$ cat src/rtl/jk_stim_gen.sv
// Excitation generator for a bank of JK flip-flops: queues target words, drives
// one-cycle J/K commands toward each target and verifies the bank's Q feedback.
module jk_stim_gen #(
  parameter int WIDTH      = 4,
  parameter int DEPTH      = 4,
  parameter int USE_TOGGLE = 0
) (
  input  logic             CLK,
  input  logic             RSTB,
  input  logic             IN_VALID,
  input  logic [WIDTH-1:0] IN_DATA,
  output logic             IN_READY,
  input  logic             CLR_ERR,
  input  logic [WIDTH-1:0] Q_FB,
  output logic [WIDTH-1:0] J,
  output logic [WIDTH-1:0] K,
  output logic             EN,
  output logic             DONE,
  output logic             ERR,
  output logic             BUSY
);

  localparam int AW = $clog2(DEPTH);
  localparam logic [AW:0] FULL_CNT = (AW+1)'(DEPTH);

  typedef enum logic [1:0] {IDLE = 2'd0, DRIVE = 2'd1, CHECK = 2'd2} state_t;

  state_t           state_r, state_s;
  logic [WIDTH-1:0] mem_r [DEPTH];
  logic [AW-1:0]    wr_ptr_r, rd_ptr_r;
  logic [AW:0]      count_r;
  logic [WIDTH-1:0] shadow_r, shadow_s;
  logic [WIDTH-1:0] head_s, j_s, k_s;
  logic             en_s, done_s, err_s;
  logic             full_s, empty_s, push_s, pop_s;

  function automatic logic [WIDTH-1:0] excite_j(input logic [WIDTH-1:0] s, input logic [WIDTH-1:0] t);
    if (USE_TOGGLE != 0) excite_j = s ^ t;
    else                 excite_j = ~s & t;
  endfunction

  function automatic logic [WIDTH-1:0] excite_k(input logic [WIDTH-1:0] s, input logic [WIDTH-1:0] t);
    if (USE_TOGGLE != 0) excite_k = s ^ t;
    else                 excite_k = s & ~t;
  endfunction

  assign full_s   = (count_r == FULL_CNT);
  assign empty_s  = (count_r == {(AW+1){1'b0}});
  assign IN_READY = !full_s;
  assign push_s   = IN_VALID && !full_s;
  assign pop_s    = (state_r == IDLE) && !empty_s;
  assign head_s   = mem_r[rd_ptr_r];
  assign BUSY     = (state_r != IDLE) || !empty_s;

  // Next-state and next-output decode; ERR set has priority over CLR_ERR.
  always_comb begin
    state_s  = state_r;
    j_s      = {WIDTH{1'b0}};
    k_s      = {WIDTH{1'b0}};
    en_s     = 1'b0;
    done_s   = 1'b0;
    shadow_s = shadow_r;
    case (state_r)
      IDLE: begin
        if (pop_s) begin
          j_s      = excite_j(shadow_r, head_s);
          k_s      = excite_k(shadow_r, head_s);
          en_s     = 1'b1;
          shadow_s = head_s;
          state_s  = DRIVE;
        end else begin
          state_s  = IDLE;
        end
      end
      DRIVE:   state_s = CHECK;
      CHECK: begin
        done_s  = 1'b1;
        state_s = IDLE;
      end
      default: state_s = IDLE;
    endcase
    if ((state_r == CHECK) && (Q_FB != shadow_r)) err_s = 1'b1;
    else if (CLR_ERR)                             err_s = 1'b0;
    else                                          err_s = ERR;
  end

  // Control state and registered bank commands.
  always_ff @(posedge CLK or negedge RSTB) begin
    if (!RSTB) begin
      state_r  <= IDLE;
      shadow_r <= {WIDTH{1'b0}};
      J        <= {WIDTH{1'b0}};
      K        <= {WIDTH{1'b0}};
      EN       <= 1'b0;
      DONE     <= 1'b0;
      ERR      <= 1'b0;
    end else begin
      state_r  <= state_s;
      shadow_r <= shadow_s;
      J        <= j_s;
      K        <= k_s;
      EN       <= en_s;
      DONE     <= done_s;
      ERR      <= err_s;
    end
  end

  // FIFO pointers and occupancy; pointers wrap naturally at DEPTH (power of two).
  always_ff @(posedge CLK or negedge RSTB) begin
    if (!RSTB) begin
      wr_ptr_r <= {AW{1'b0}};
      rd_ptr_r <= {AW{1'b0}};
      count_r  <= {(AW+1){1'b0}};
    end else begin
      if (push_s) wr_ptr_r <= wr_ptr_r + AW'(1);
      else        wr_ptr_r <= wr_ptr_r;
      if (pop_s)  rd_ptr_r <= rd_ptr_r + AW'(1);
      else        rd_ptr_r <= rd_ptr_r;
      case ({push_s, pop_s})
        2'b10:   count_r <= count_r + (AW+1)'(1);
        2'b01:   count_r <= count_r - (AW+1)'(1);
        default: count_r <= count_r;
      endcase
    end
  end

  // FIFO storage; contents are don't-care while unoccupied.
  always_ff @(posedge CLK) begin
    if (push_s) mem_r[wr_ptr_r] <= IN_DATA;
  end

endmodule

$ cat config.mk
export PLATFORM = sky130hd
export DESIGN_NAME = jk_stim_gen
export DESIGN_NICKNAME = d
export VERILOG_FILES = /design/src/rtl/jk_stim_gen.sv
export SDC_FILE = /design/constraint.sdc
export NUM_CORES = 1
export LEC_CHECK = 0
export ABC_AREA = 1
export CAP_MARGIN = 0
export CORE_MARGIN = 2
export CORE_UTILIZATION = 23
export CTS_CLUSTER_DIAMETER = 40
export DETAILED_ROUTE_END_ITERATION = 6
export PLACE_DENSITY_LB_ADDON = 0.15
export SYNTH_ARGS = -nofsm -noshare
export SYNTH_HDL_FRONTEND = slang
export SYNTH_SLANG_ARGS = --single-unit
$ cat constraint.sdc
create_clock -name CLK -period 6.4 [get_ports CLK]
set_clock_uncertainty 0.15 [all_clocks]
set_input_delay 1.6 -clock CLK [delete_from_list [all_inputs] [get_ports CLK]]
set_output_delay 1.6 -clock CLK [all_outputs]
set_load 0.02 [all_outputs]
# After elaboration in Yosys (flattened, before gate mapping)
# Memories as Yosys holds them, arrays and structs flattened.
# Cells that the tools add are included.
[word_totals]
reg_bits = 24
output_inout_bits = 13
input_bits = 12
latchBits = 0
memories = 1
ramBits = 16
rom_bits = 0
word_cells = 51
[op_classes]
shifts = 0
n_bitwise = 4
n_addsub = 4
mul = 0
n_lt_le_gt_ge = 0
div = 0
n_eq_ne = 6
n_reduce_logical = 12
mux = 14
[mem_list]
columns = ["name", "depth", "width", "read_ports", "rd_clocked_by_memory_dff", "write_ports", "line_no", "source"]
rows = [
  ["mem_r", 4, 4, 1, 0, 1, "29", "logic [WIDTH-1:0] mem_r [DEPTH];"],
]
[op_table]
columns = ["op", "count"]
rows = [
  ["$mux 4", 4],
  ["$and 4x4->4", 2],
  ["$mux 1", 8],
  ["$not 4->4", 2],
  ["$pmux 3 s2", 1],
  ["$reduce_bool 2->1", 3],
  ["$add 2x1->2 const B", 2],
  ["$eq 2x1->1 const B", 2],
  ["$eq 2x2->1 const B", 2],
  ["$ne 4x4->1", 1],
  ["$pmux 2 s2", 1],
  ["$add 3x1->3 const B", 1],
  ["$eq 3x3->1 const B", 1],
  ["$logic_and 1x1->1", 3],
  ["$logic_not 3->1", 1],
  ["$sub 3x1->3 const B", 1],
  ["$logic_not 1->1", 2],
  ["$logic_not 2->1", 1],
  ["$reduce_and 2->1", 1],
  ["$logic_or 1x1->1", 1],
]

# Logic depth before layout (Yosys ltp)
# Gate-level depths: netlist of the first run.
[depth]
word_depth = 5
ltp_mapped = 11
mapped_depth_nobuf = 10

# Least setup slack after synthesis of the first run
# Ideal clock, no wire load.
[synth_timing]
path_kind = "in2reg"
start = "input port IN_VALID"
end = "register count_r[2]"
n_path_buf = 0
arrival_ns = 2.732
cell_stages = 7
t_required_ns = 6.171
slack_ns = 3.438
setup_ns = 0.079
cell_sequence = "nand2_4 ha_1 inv_1 fa_1 or2_2 nand2_1 xor2_1"
[synth_between]
elab_chain_cells = 3
word_cells_on_any_way = 5
classes_between = "eq/ne (2); mux (1); reduce/logical (2)"
[synth_lines]
columns = ["element", "line_no", "source"]
rows = [
  ["from (decl)", "10", "input logic IN_VALID,"],
  ["$logic_and 1x1->1 (*)", "50", "assign push_s = IN_VALID && !full_s;"],
  ["$eq 2x1->1 / $eq 2x2->1 (equally long branches)", "119", "case ({push_s, pop_s})"],
  ["$pmux 3 s2 / $reduce_bool 2->1 (equally long branches)", "-", ""],
  ["to (signal assigned)", "120", "2'b10: count_r <= count_r + (AW+1)'(1);"],
  ["to (signal assigned)", "121", "2'b01: count_r <= count_r - (AW+1)'(1);"],
  ["to (signal assigned)", "122", "default: count_r <= count_r;"],
  ["to (decl)", "31", "logic [AW:0] count_r;"],
]
# Every way passes the cells marked *; elsewhere a longest branch is shown, timed or not.
# A chain may end at the register's enable or synchronous reset.

# Worst setup path after layout of the first run
[layout_timing]
start = "register count_r[1]"
end = "output port IN_READY"
[layout_between]
elab_chain_cells = 2
[layout_lines]
columns = ["element", "line_no", "source"]
rows = [
  ["from (signal assigned)", "113", "count_r <= {(AW+1){1'b0}};"],
  ["from (signal assigned)", "120", ""],
  ["from (signal assigned)", "121", ""],
  ["$eq 3x3->1", "47", "assign full_s = (count_r == FULL_CNT);"],
  ["$logic_not 1->1", "49", "assign IN_READY = !full_s;"],
  ["to (decl)", "12", "output logic IN_READY,"],
]
# No other way between the ends.

==> results.sh, run 1 <==
export IMPL_status="finished, final reports clean"
export IMPL_netlist_top_cells_area="dfrtp_1 (34%), edfxtp_1 (28%), nand2_1 (9.8%)"
export IMPL_numCtsBuffers=5
export IMPL_synth_nets=183
export IMPL_power_density_mw_per_mm2=477
export IMPL_stdcell_count=295
export IMPL_synth_cell_types=22
export IMPL_postLayoutCoreUtil_pct=29.6
export IMPL_cts_hold_buf=0
export IMPL_cts_buffer_depth=2
export IMPL_cts_repair_resized=0
export IMPL_path_class="flop to primary output"
export IMPL_place_congestion=0.738
export IMPL_fin_tns_setup_ns=0
export IMPL_initial_core_util_pct=23.7
export IMPL_clkSlewWorstSetupHoldPaths_ns=0.07
export IMPL_endpoint_kind="primary output"
export IMPL_combPwrFrac_pct=42.9
export IMPL_yosysTopAreaCellShare_pct=33.5
export IMPL_port_buffers=24
export IMPL_drc=0
export IMPL_ant_nets=0
export IMPL_max_slew_margin_rel_pct=74.0
export IMPL_start_kind="flop"
export IMPL_min_path_type="flop to flop"
export IMPL_synth_seq_area_share_pct=61.5
export IMPL_ys_ff_latch=39
export IMPL_p_seq_share_pct=40.8
export IMPL_synth_top_area_cell="dfrtp_1"
export IMPL_die_h_um=90.4
export IMPL_root_buffer="clkbuf_8"
export IMPL_drt_pre_antenna_iters=4
export IMPL_slew_violations=0
export IMPL_post_cts_setup_buffers=0
export IMPL_antenna_cells=0
export IMPL_p_leak_nw=0.956
export IMPL_track_usage_pct=8.10
export IMPL_core_area_mm2=0.00725
export IMPL_cts_tree="built"
export IMPL_postLayoutSetupSlackWorst_ns=3.09
export IMPL_crit_fanout=3
export IMPL_syn_cell_area_mm2=0.00172
export IMPL_ioPinCount=25
export IMPL_place_detailed_hpwl_mm=2.12
export IMPL_critPathRequiredTime_ns=4.65
export IMPL_ys_warn_count=0
export IMPL_p_int_w=0.000618
export IMPL_setup_violations=0
export IMPL_rrSetupSlack_ns=4.22
export IMPL_final_period_utilization_pct=51.7
export IMPL_worstPathArrival_ns=1.56
export IMPL_vias=1077
export IMPL_switching_share_pct=39.8
export IMPL_routed_wirelength_mm=2.93
export IMPL_rsz0062_at_grt="no"
export IMPL_fin_crit_ns=3.31
export IMPL_final_nets=213
export IMPL_place_inst=287
export IMPL_grt_pass1_vias=1092
export IMPL_drt_iter0_drc=42
export IMPL_htree_levels=2
export IMPL_p_sw_w=0.000409
export IMPL_final_hold_viol_count=0
export IMPL_clock_sinks=39
export IMPL_max_freq_ghz=0.302
export IMPL_post_place_ws_ns=2.89
export IMPL_antenna_found_initial=0
export IMPL_fp_dieW_um=90.4
export IMPL_syn_instance_count=165
export IMPL_grt_remaining_overflow=0
export IMPL_rows=31
export IMPL_syn_area_per_cell_um2=10.4
export IMPL_ir_worst_vdd_uv=93.3
export IMPL_dieArea_mm2=0.00818
export IMPL_synthToLayoutAreaGrowth_pct=25.1
export IMPL_tightest_slew_ns=0.389
export IMPL_grt_pass1_wl_mm=5.17
export IMPL_viasPerCell=3.65
export IMPL_layout_commonest_cell="nand2_1"
export IMPL_wl_per_cell_um=9.94
export IMPL_grt_max_degree=24
export IMPL_p_total_w=0.00103
export IMPL_clockPowerShare_pct=16.3
export IMPL_drive_above_1_share_pct=12.2
export IMPL_mostFrequentLayoutCells="nand2_1 (45), clkdlybuf4s50_1 (24), dfrtp_1 (23), inv_1 (23), edfxtp_1 (16)"
export IMPL_clkLatencyLatePin_ns=0.29
export IMPL_maxCapViolCount=0
[Yosys cell counts]
master	instances
xor2_1	3
nor3_2	3
fa_1	1
nand2_1	45
buf_12	1
nand3_1	11
nand2_2	4
inv_2	1
xnor2_1	1
a21oi_1	3
o21ai_0	3
or2_2	1
inv_1	23
edfxtp_1	16
o21ai_2	2
buf_6	1
ha_1	5
inv_4	1
dfrtp_1	23
nor2_1	13
nand2_4	2
nor2_2	2
[area by class of cell]
class	count	area (um^2)
Tap cell	99	124
Multi-Input combinational cell	99	534
Clock inverter	1	5.00
Inverter	25	96.3
Timing Repair Buffer	25	248
Fill cell	777	5100
Clock buffer	7	86.3
Sequential cell	39	1060
[worst max-delay path, stage by stage, from the launching register on]
cell	delay, ns
dfrtp_1	0.41
nor2_2	0.17
nand2_1	0.13
clkdlybuf4s50_1	0.56
[power by group through the flow]
| stage | clock network (W) | registers (W) | logic [W] |
|---|---|---|---|
| CTS | 0.000177 | 0.000420 | 0.000448 |
| global route | 0.000189 | 0.000435 | 0.000507 |
| detailed placement | 0 | 0.000424 | 0.000449 |
| finish | 0.000168 | 0.000419 | 0.000440 |
| floorplan | 0 | 0.000444 | 0.000308 |
| global placement | 0 | 0.000428 | 0.000444 |
[flip-flops by register name, summed over array words and instances (netlist names), 2 cells and up]
register,flops
J,4
shadow_r,4
mem_r,16
wr_ptr_r,2
rd_ptr_r,2
K,4
count_r,3
[path summary, 6_finish.rpt]
check                                     endpoint              startpoint  depth (start not counted)
setup / recovery                          IN_READY  count_r[1]$_DFFE_PN0P_                          3
hold / removal                state_r[1]$_DFF_PN0_    state_r[1]$_DFF_PN0_                          1
setup reg to reg            count_r[2]$_DFFE_PN0P_            EN$_DFF_PN0_                          9
hold reg to reg               state_r[1]$_DFF_PN0_    state_r[1]$_DFF_PN0_                          1
max in group asynchronous  shadow_r[2]$_DFFE_PN0P_                    RSTB                          2
min in group asynchronous     state_r[1]$_DFF_PN0_                    RSTB                          2
[cells by family (layout without fill, tap and decap cells)]
logic type | Yosys count | count (layout) | share of synthesized area, %
AND/OR/NAND/NOR | 81 | 81 | 21.5
flip-flops | 39 | 39 | 61.5
buffers and inverters | 27 | 58 | 7.43
AO/OA/AOI/OAI | 8 | 8 | 2.77
adder cells (fa/ha/maj) | 6 | 6 | 4.81
XOR/XNOR | 4 | 4 | 2.04
[layer usage]
metal	share of wire, %	vias to the layer above	GRT usage [%]	wire, um
met5	0	-	0	0
met4	2.1	0	3.97	62
met3	6.0	7	3.51	175
met2	44	24	12.8	1300
met1	47	476	9.43	1390
li1	-	570	-	-
[through the flow]
step	hold slack [ns]	area, um^2
6_report	0.321	2150
5_1_grt	0.359	2150
4_1_cts	0.329	2150
3_5_place_dp	0.312	2060
3_3_place_gp	0.310	2060
2_1_floorplan	0.293	1720
No activity file was read; power rests on OpenSTA's default activity.
==> inputs of run 2 (changes only) <==
==> constraint.sdc (replaced) <==
create_clock -name CLK -period 2.76 [get_ports CLK]
set_clock_uncertainty 0.15 [all_clocks]
set_input_delay 0.69 -clock CLK [delete_from_list [all_inputs] [get_ports CLK]]
set_output_delay 0.69 -clock CLK [all_outputs]
set_load 0.02 [all_outputs]
==> run 2 against run 1 <==
Net effect:
- combinational power rose by 130%
- clock-buffer cell count did not move
- register-to-register slack got worse by 3.7 ns
- sequential power rose by 130%
- cell count did not move
- core utilization rose by 0.50 points
- clock power rose to 3.1 times the previous value
- sequential share of layout area fell by 0.82 points
- via count fell by 0.93%
- hold slack improved by 0.0091 ns
- first-iteration DRC count fell by 7.1%
- setup slack got worse by 2.7 ns
- critical path type unchanged
- critical endpoint unchanged
- largest power group unchanged
==> results.sh, run 2 (synthesis results as in run 1) <==
export IMPL_numCtsBuffers=5
export IMPL_slew_violations=0
export IMPL_fin_crit_ns=2.40
export IMPL_dieArea_mm2=0.00818
export IMPL_grt_remaining_overflow=0
export IMPL_final_nets=213
export IMPL_worstPathArrival_ns=1.56
export IMPL_final_area_mm2=0.00219
export IMPL_crit_path_start="count_r[1]$_DFFE_PN0P_"
export IMPL_clkSlewWorstSetupHoldPaths_ns=0.08
export IMPL_place_congestion=0.705
export IMPL_power_density_mw_per_mm2=1150
export IMPL_drive_above_1_share_pct=12.2
export IMPL_max_slew_margin_rel_pct=72.4
export IMPL_final_hold_viol_count=0
export IMPL_port_buffers=24
export IMPL_cts_tree="built"
export IMPL_max_freq_ghz=0.416
export IMPL_status="finished, final reports clean"
export IMPL_drt_pre_antenna_iters=4
export IMPL_min_path_type="flop to flop"
export IMPL_crit_reg2reg_capture="count_r[2]$_DFFE_PN0P_"
export IMPL_cts_buffer_depth=2
export IMPL_grt_pass1_wl_mm=5.12
export IMPL_ant_nets=0
export IMPL_drc=0
export IMPL_die_h_um=90.4
export IMPL_post_cts_setup_buffers=0
export IMPL_start_kind="flop"
export IMPL_rsz0062_at_grt="no"
export IMPL_viasPerCell=3.62
export IMPL_routed_wirelength_mm=3.03
export IMPL_antenna_found_initial=0
export IMPL_core_area_mm2=0.00725
export IMPL_wl_per_cell_um=10.3
export IMPL_largest_register="mem_r"
export IMPL_cts_repair_resized=0
export IMPL_r2r_worst_path_cells=9
export IMPL_layout_commonest_cell="nand2_1"
export IMPL_drt_iter0_drc=39
export IMPL_root_buffer="clkbuf_8"
export IMPL_synthToLayoutAreaGrowth_pct=27.2
export IMPL_crit_fanout=3
export IMPL_tightest_slew_ns=0.413
export IMPL_ir_worst_vdd_uv=224
export IMPL_clkLatencyLatePin_ns=0.29
export IMPL_critPathRequiredTime_ns=1.92
export IMPL_final_period_utilization_pct=87.1
export IMPL_fin_tns_setup_ns=0
export IMPL_mostFrequentLayoutCells="nand2_1 (45), clkdlybuf4s50_1 (24), dfrtp_1 (23), inv_1 (23), edfxtp_1 (16)"
export IMPL_regToRegStartpoint="EN$_DFF_PN0_"
export IMPL_vias=1067
export IMPL_ioPinCount=25
export IMPL_rrSetupSlack_ns=0.56
export IMPL_setup_violations=0
export IMPL_crit_end="IN_READY"
export IMPL_largest_reg_flops=16
export IMPL_grt_max_degree=24
export IMPL_antenna_cells=0
export IMPL_initial_core_util_pct=23.7
export IMPL_place_detailed_hpwl_mm=2.20
export IMPL_grt_pass1_vias=1062
export IMPL_fp_dieW_um=90.4
export IMPL_maxCapViolCount=0
export IMPL_cts_hold_buf=0
export IMPL_rows=31
export IMPL_clock_sinks=39
export IMPL_placed_area_mm2=0.00206
export IMPL_endpoint_kind="primary output"
export IMPL_htree_levels=2
export IMPL_p_leak_nw=0.971
export IMPL_track_usage_pct=8.02
export IMPL_path_class="flop to primary output"
## run 2: layer usage
metal | wire length, um | up-vias | part of all wire [%] | GRT usage, %
met5 | 0 | - | 0 | 0
met4 | 63 | 0 | 2.1 | 3.46
met3 | 173 | 6 | 5.7 | 3.59
met2 | 1350 | 24 | 45 | 12.3
met1 | 1440 | 467 | 48 | 9.73
li1 | - | 570 | - | -
## run 2: area by class of cell
| class | instances | area [um^2] |
|---|---|---|
| fillers | 782 | 5070 |
| flip-flops and latches | 39 | 1060 |
| multi-input cells | 99 | 534 |
| repair buffers | 25 | 248 |
| well taps | 99 | 124 |
| clock buffers | 7 | 97.6 |
| inverters | 25 | 96.3 |
| clock inverters | 1 | 30.0 |
## run 2: critical path: stages (launching register included)
cell and delay, ns:
dfrtp_1 0.41, nor2_2 0.17, nand2_1 0.13, clkdlybuf4s50_1 0.56
## run 2: worst min-delay path by stage
stage                         start                    to  slack (ns)  cells past startpoint
6_report       state_r[1]$_DFF_PN0_  state_r[1]$_DFF_PN0_        0.33                      1
5_1_grt             ERR$_DFFE_PN0P_       ERR$_DFFE_PN0P_        0.37                      2
4_1_cts        state_r[1]$_DFF_PN0_  state_r[1]$_DFF_PN0_        0.33                      1
3_5_place_dp        ERR$_DFFE_PN0P_       ERR$_DFFE_PN0P_        0.32                      2
3_3_place_gp   state_r[1]$_DFF_PN0_  state_r[1]$_DFF_PN0_        0.31                      1
2_1_floorplan                  RSTB        DONE$_DFF_PN0_        0.24                      0
## run 2: report_power, final
| part | total [W] | internal, W | switching [W] | leakage (nW) |
|---|---|---|---|---|
| Clock | 0.000524 | 0.000325 | 0.000199 | 0.0636 |
| Sequential | 0.000972 | 0.000821 | 0.000151 | 0.437 |
| Combinational | 0.00102 | 0.000409 | 0.000615 | 0.471 |
## run 2: through the flow
| stage | hold slack (ns) | power [W] | setup WS [ns] | std cells | util (%) |
|---|---|---|---|---|---|
| after floorplan | 0.244 | 0.00174 | 0.543 | 165 | - |
| after global placement | 0.313 | 0.00203 | 0.190 | 287 | 28.4 |
| after detailed placement | 0.320 | 0.00203 | 0.158 | 287 | 28.4 |
| after CTS | 0.332 | 0.00257 | 0.339 | 295 | 30.1 |
| after global routing | 0.369 | 0.00274 | 0.259 | 295 | 30.1 |
| final | 0.330 | 0.00252 | 0.357 | 295 | 30.1 |
